===== config.mk =====
export PLATFORM = sky130hd
export DESIGN_NAME = twiddle_gen
export DESIGN_NICKNAME = d
export VERILOG_FILES = /design/src/rtl/twiddle_gen.sv
export SDC_FILE = /design/constraint.sdc
export NUM_CORES = 1
export LEC_CHECK = 0
export BUFFER_PORTS_ARGS = -buffer_cell sky130_fd_sc_hd__buf_2
export CORE_ASPECT_RATIO = 0.7
export CORE_MARGIN = 2
export CORE_UTILIZATION = 56
export DETAILED_ROUTE_END_ITERATION = 10
export GPL_ROUTABILITY_DRIVEN = 0
export PLACE_DENSITY = 0.84
export SLEW_MARGIN = 20
export SYNTH_ARGS = -nofsm -noshare
export SYNTH_HDL_FRONTEND = slang
export SYNTH_SLANG_ARGS = --single-unit

===== constraint.sdc =====
create_clock -name clk -period 6.7 [get_ports clk]
set_input_delay 1.005 -clock clk [delete_from_list [all_inputs] [get_ports clk]]
set_output_delay 1.005 -clock clk [all_outputs]
set_load 0.05 [all_outputs]

===== src/rtl/twiddle_gen.sv =====
// Sequenced FP16 twiddle-factor generator for radix-2 DIF FFT stages (N = 4..64).
// A quarter-wave cosine ROM plus symmetry yields each stage's N/2 twiddles over valid/ready.
module twiddle_gen #(
  parameter int LOG2N = 4,
  parameter int DW    = 16
) (
  input  logic              clk,
  input  logic              rst,
  input  logic              start,
  input  logic [2:0]        stage,
  input  logic              inverse,
  output logic              busy,
  output logic              err,
  output logic              tw_valid,
  input  logic              tw_ready,
  output logic [2*DW-1:0]   tw_data,
  output logic [LOG2N-2:0]  tw_k,
  output logic              tw_last
);
  localparam int KW   = LOG2N - 1;
  localparam int HALF = 1 << (LOG2N - 1);
  localparam int QTR  = 1 << (LOG2N - 2);
  localparam int SH   = 6 - LOG2N;
  localparam logic [LOG2N-1:0] HALF_V = LOG2N'(HALF);
  localparam logic [LOG2N-1:0] QTR_V  = LOG2N'(QTR);
  localparam logic [KW-1:0]    LAST_C = KW'(HALF - 1);
  localparam logic [2:0]       STAGES = 3'(LOG2N);

  typedef enum logic [1:0] {IDLE = 2'd0, RUN = 2'd1, DRAIN = 2'd2} state_t;

  // c64[m] = FP16(cos(2*pi*m/64)), m = 0..16
  function automatic logic [15:0] cos64(input logic [4:0] m);
    case (m)
      5'd0:    cos64 = 16'h3C00;
      5'd1:    cos64 = 16'h3BF6;
      5'd2:    cos64 = 16'h3BD9;
      5'd3:    cos64 = 16'h3BA8;
      5'd4:    cos64 = 16'h3B64;
      5'd5:    cos64 = 16'h3B0E;
      5'd6:    cos64 = 16'h3AA7;
      5'd7:    cos64 = 16'h3A2F;
      5'd8:    cos64 = 16'h39A8;
      5'd9:    cos64 = 16'h3913;
      5'd10:   cos64 = 16'h3872;
      5'd11:   cos64 = 16'h378B;
      5'd12:   cos64 = 16'h361F;
      5'd13:   cos64 = 16'h34A5;
      5'd14:   cos64 = 16'h323E;
      5'd15:   cos64 = 16'h2E46;
      default: cos64 = 16'h0000;
    endcase
  endfunction

  function automatic logic [15:0] cos_n(input logic [LOG2N-1:0] m);
    logic [4:0] idx;
    idx = 5'(m);
    idx = idx << SH;
    return cos64(idx);
  endfunction

  // Sign flip that never produces negative zero.
  function automatic logic [15:0] neg16(input logic [15:0] x);
    logic [15:0] r;
    if (x[14:0] == 15'd0) r = 16'h0000;
    else                  r = {~x[15], x[14:0]};
    return r;
  endfunction

  state_t           state_r, state_s;
  logic [KW-1:0]    cnt_r, cnt_s;
  logic [2:0]       stage_r, stage_s;
  logic             inv_r, inv_s;
  logic             busy_s, err_s, valid_s, last_s;
  logic [2*DW-1:0]  data_s;
  logic [KW-1:0]    tk_s;
  logic [KW-1:0]    mask_s, k_s;
  logic [LOG2N-1:0] kk_s;
  logic [15:0]      re_s, im_s, imo_s;

  // Exponent for the current count and its symmetry-mapped twiddle.
  always_comb begin
    mask_s = KW'((HALF >> stage_r) - 1);
    k_s    = (cnt_r & mask_s) << stage_r;
    kk_s   = {1'b0, k_s};
    if (kk_s <= QTR_V) begin
      re_s = cos_n(kk_s);
      im_s = neg16(cos_n(QTR_V - kk_s));
    end else begin
      re_s = neg16(cos_n(HALF_V - kk_s));
      im_s = neg16(cos_n(kk_s - QTR_V));
    end
    imo_s = inv_r ? neg16(im_s) : im_s;
  end

  // Next-state and next-output logic.
  always_comb begin
    state_s = state_r;
    cnt_s   = cnt_r;
    stage_s = stage_r;
    inv_s   = inv_r;
    busy_s  = busy;
    err_s   = 1'b0;
    valid_s = tw_valid;
    data_s  = tw_data;
    tk_s    = tw_k;
    last_s  = tw_last;
    case (state_r)
      IDLE: begin
        if (start) begin
          if (stage < STAGES) begin
            stage_s = stage;
            inv_s   = inverse;
            cnt_s   = '0;
            busy_s  = 1'b1;
            state_s = RUN;
          end else begin
            err_s = 1'b1;
          end
        end else begin
          state_s = IDLE;
        end
      end
      RUN: begin
        if (!tw_valid || tw_ready) begin
          valid_s = 1'b1;
          data_s  = 32'({re_s, imo_s});
          tk_s    = k_s;
          last_s  = (cnt_r == LAST_C);
          cnt_s   = cnt_r + KW'(1);
          if (cnt_r == LAST_C) state_s = DRAIN;
          else                 state_s = RUN;
        end else begin
          state_s = RUN;
        end
      end
      DRAIN: begin
        if (tw_valid && tw_ready) begin
          valid_s = 1'b0;
          last_s  = 1'b0;
          busy_s  = 1'b0;
          state_s = IDLE;
        end else begin
          state_s = DRAIN;
        end
      end
      default: begin
        state_s = IDLE;
        busy_s  = 1'b0;
        valid_s = 1'b0;
        last_s  = 1'b0;
      end
    endcase
  end

  // State and output registers.
  always_ff @(posedge clk) begin
    if (rst) begin
      state_r  <= IDLE;
      cnt_r    <= '0;
      stage_r  <= 3'd0;
      inv_r    <= 1'b0;
      busy     <= 1'b0;
      err      <= 1'b0;
      tw_valid <= 1'b0;
      tw_data  <= '0;
      tw_k     <= '0;
      tw_last  <= 1'b0;
    end else begin
      state_r  <= state_s;
      cnt_r    <= cnt_s;
      stage_r  <= stage_s;
      inv_r    <= inv_s;
      busy     <= busy_s;
      err      <= err_s;
      tw_valid <= valid_s;
      tw_data  <= data_s;
      tw_k     <= tk_s;
      tw_last  <= last_s;
    end
  end
endmodule


==> metrics.md <==
| Metric | Value |
|---|---|
| Hold Vio Cnt, Final | `0` |
| Period utilization | `between 60 and 70%` |
| Share of the synthesized area in the top cell type | `a little under two fifths` |
| CTS root buffer | `clkbuf_8` |
| Max-cap violation count | `0` |
| CTS Hold Bufs | `0` |
| Commonest register cell after synthesis | `dfxtp_1` |
| Worst R2R End | `tw_data[3]` |
| Remaining Overflow, GRT | `0` |
| Netlist cell types | `between 40 and 50` |
| Crit path capture type | `flop` |
| Fmax | `236 MHz` |
| Drt total wl | `3660 um` |
| Inserted Diodes | `0` |
| Synth Area in Compound Gates | `18.3%` |
| Post-Synth XOR/XNOR Area | `less than 1%` |
| R2R Path Start | `stage_r[1]` |
| Required @ worst endpoint | `6.90 ns` |
| CORE AREA | `roughly 3100 um2` |
| GRT Max-Usage Layer | `met1` |
| Main combinational cell family by area after synthesis | `simple AND/OR/NAND/NOR gates` |
| Seq/Total Area, Yosys | `between 30% and 40%` |
| Die Y | `approximately 52 um` |
| Slew headroom | `between 30% and 40%` |
| CP startpoint kind | `flop` |
| Post-Synth Simple-Gate Area | `about a quarter` |
| Share of cells above drive strength 1 | `around a quarter` |
| Syn_area_per_cell | `about 8.4 um2` |
| # IOs | `47` |
| Status | `complete, no violations` |
| Yosys warnings | `0` |
| Std-Cell Rows | `17` |
| Final period demand of the worst path | `4.23 ns` |
| Worst Hold Class | `reg2reg` |
| CP peak stage delay | `between 0.6 and 0.7 ns` |
| Drt pass-1 iters | `4` |
| Hold WS | `~0.45 ns` |
| Remaining DRCs | `0` |
| Post-synth EDFFs | `0` |
| Power, Total | `between 400 and 500 uW` |
| VDD IR-drop max | `0.133 mV` |
| Post-route setup TNS | `0 ns` |
| Area grow syn2layout | `9.85%` |
| Cts repair resizes | `0` |
| Postcts setup bufs | `0` |
| Crit-path slowest cell | `nor3_1` |
| Avg Vias per Cell | `5.43` |
| Initial Utilization | `between 50% and 60%` |
| Async SR Flop Fraction | `0%` |
| Initial DRC count | `approximately 110` |
| Adder-Cell Fraction of Synth Area | `8.15%` |
| Data arrival, critical path | `between 4 and 5 ns` |
| Gate Count Post-Synth | `roughly 220` |
| Least-Margin Pin Slew | `just over 0.9 ns` |
| ANT nets after route | `0` |
| Mux cell area share after synthesis | `roughly 1.1%` |
| I/O Buffers | `44` |
| Fin nets | `265` |
| Clock Sinks | `34` |
| H-tree depth | `2` |
| Fillers | `between 300 and 400` |
| Clk slew on worst S/H paths | `approximately 0.070 ns` |
| Total CTS buffers | `5` |
| Vias | `roughly 1500` |
| DP HPWL | `2600 um` |
| Met3 usage | `under 10%` |
| Worst-path cell chain | `or3b_2 > ha_1 > nor2b_1 > mux2i_1 > nor3_1 > inv_1 > ha_1 > inv_1 > ha_1 > inv_1 > a211o_1 > nor3_1 > a22oi_1 > o31ai_1` |
| Chip width | `72.5 um` |
| Synth Cell Area | `1840 um2` |
| Cell Pwr Density | `around 220 nW/um2` |
| Hold path depth | `2` |
| Total GRT Usage | `a little over a fifth` |
| R2R depth | `14` |
| Crit path kind | `reg2reg` |
| Met2 usage | `30.5%` |
| Hold Startpoint | `tw_data[6]` |
| Setup Skew | `roughly 0.005 ns` |
| Setup violations, final | `0` |
| Die ar. | `roughly 3800 um2` |
| TritonCTS clock tree | `yes` |
| Vias in the first global route | `1301` |
| Seq cells post-synth | `34` |
| First-pass GRT wire length | `6150 um` |
| Ranking of synthesized cells by area | `dfxtp_1 37%, ha_1 8.2%, buf_4 5.7%, nand2_1 5.7%, nor2_1 5.1%` |
| Clock Path Buffers | `2` |
| RSZ-0062 raised after global routing | `no` |
| CP max FO | `8` |
| Final Slew Violations | `0` |
| R2R Setup Slk | `around 2.5 ns` |
| Clock Latency Late Sink | `between 0.2 and 0.3 ns` |
| P_leak | `0.879 nW` |
| GR Util met1 | `31.1%` |
| Largest net degree at the start of global routing | `37` |
| Antenna violations before repair | `0` |
| WL/cell | `roughly 13 um` |
| Dominant cell type by area after synthesis | `dfxtp_1` |
| Worst Hold End | `tw_data[6]` |
==> worst max path at each step <==
stage,slack (ns),startpoint,end
final,2.47,stage_r[1],tw_data[3]
after global routing,2.02,stage_r[1],tw_data[3]
after CTS,2.48,stage_r[1],tw_data[4]
after detailed placement,2.50,stage_r[1],tw_data[15]
after global placement,2.72,stage_r[1],tw_data[3]
after floorplan,3.03,stage_r[1],tw_data[15]
==> where the power goes <==
group | leakage, nW | internal [mW] | total, mW | switching [mW]
clock | 0.0383 | 0.0715 | 0.140 | 0.0689
combinational | 0.564 | 0.0246 | 0.0947 | 0.0701
sequential | 0.277 | 0.210 | 0.217 | 0.00689
==> synthesized netlist by cell type (3+ instances only) <==
| master | instances |
|---|---|
| a211oi_1 | 4 |
| a21oi_1 | 18 |
| a22oi_1 | 3 |
| buf_4 | 14 |
| clkbuf_1 | 8 |
| dfxtp_1 | 34 |
| ha_1 | 12 |
| inv_1 | 7 |
| nand2_1 | 28 |
| nand2b_1 | 3 |
| nand3_1 | 4 |
| nor2_1 | 25 |
| nor3_1 | 11 |
| o21ai_0 | 4 |
| o31ai_1 | 3 |
| o32ai_1 | 3 |
==> layout make-up <==
| cell class | count | area [um2] | share of cell area, % |
|---|---|---|---|
| repair buffers | 44 | 220 | 10.9 |
| clock buffers | 7 | 76.3 | 3.77 |
| well taps | 38 | 47.5 | 2.35 |
| inverters | 7 | 26.3 | 1.30 |
| flip-flops and latches | 34 | 681 | 33.6 |
| multi-input cells | 153 | 972 | 48.1 |
==> worst max-delay path, delay by kind of cell (launching register included) <==
kind	cells	cell delay, ns
compound gates	3	0.69
fa+ha+maj	3	0.77
buf+inv	3	0.39
flops	1	0.52
mux	1	0.11
simple gates	4	1.67
==> placed cells by master (no fill, tap or decap), types with 5 or more instances in the layout <==
cell      instances
nor2_1           25
a21oi_1          18
nor3_1           11
inv_1             7
nand2_1          28
dfxtp_1          34
clkbuf_8          5
ha_1             12
buf_2            44
==> kinds of logic (layout without fill, tap and decap cells) <==
| kind of cell | Yosys count | in the layout |
|---|---|---|
| other | 1 | 2 |
| flip-flops | 34 | 34 |
| AO/OA/AOI/OAI | 46 | 46 |
| multiplexers | 2 | 2 |
| AND/OR/NAND/NOR | 89 | 89 |
| adder cells (fa/ha/maj) | 12 | 12 |
| buffers and inverters | 33 | 58 |
| XOR/XNOR | 2 | 2 |
==> state kept, by name, indices dropped and copies added (netlist names) <==
name,count
tw_valid,1
tw_k,3
err,1
tw_last,1
inv_r,1
busy,1
cnt_r,3
stage_r,3
tw_data,18
state_r,2
==> routing by layer <==
metal,wire (um),vias to the layer above,share of wire [%]
met5,0,-,0
met1,1900,701,52
met3,200,5,5.5
li1,-,794,-
met4,34,0,0.93
met2,1530,37,42
==> metrics by stage <==
stage | area [um2] | util [%] | cells | setup slack, ns
final | 2020 | 64.3 | 283 | 2.47
after detailed placement | 1950 | 61.8 | 276 | 2.50
after global routing | 2020 | 64.3 | 283 | 2.02
after global placement | 1950 | 61.8 | 276 | 2.72
after floorplan | 1850 | - | 220 | 3.03
after CTS | 2020 | 64.3 | 283 | 2.48
No activity file was read; power rests on OpenSTA's default activity.
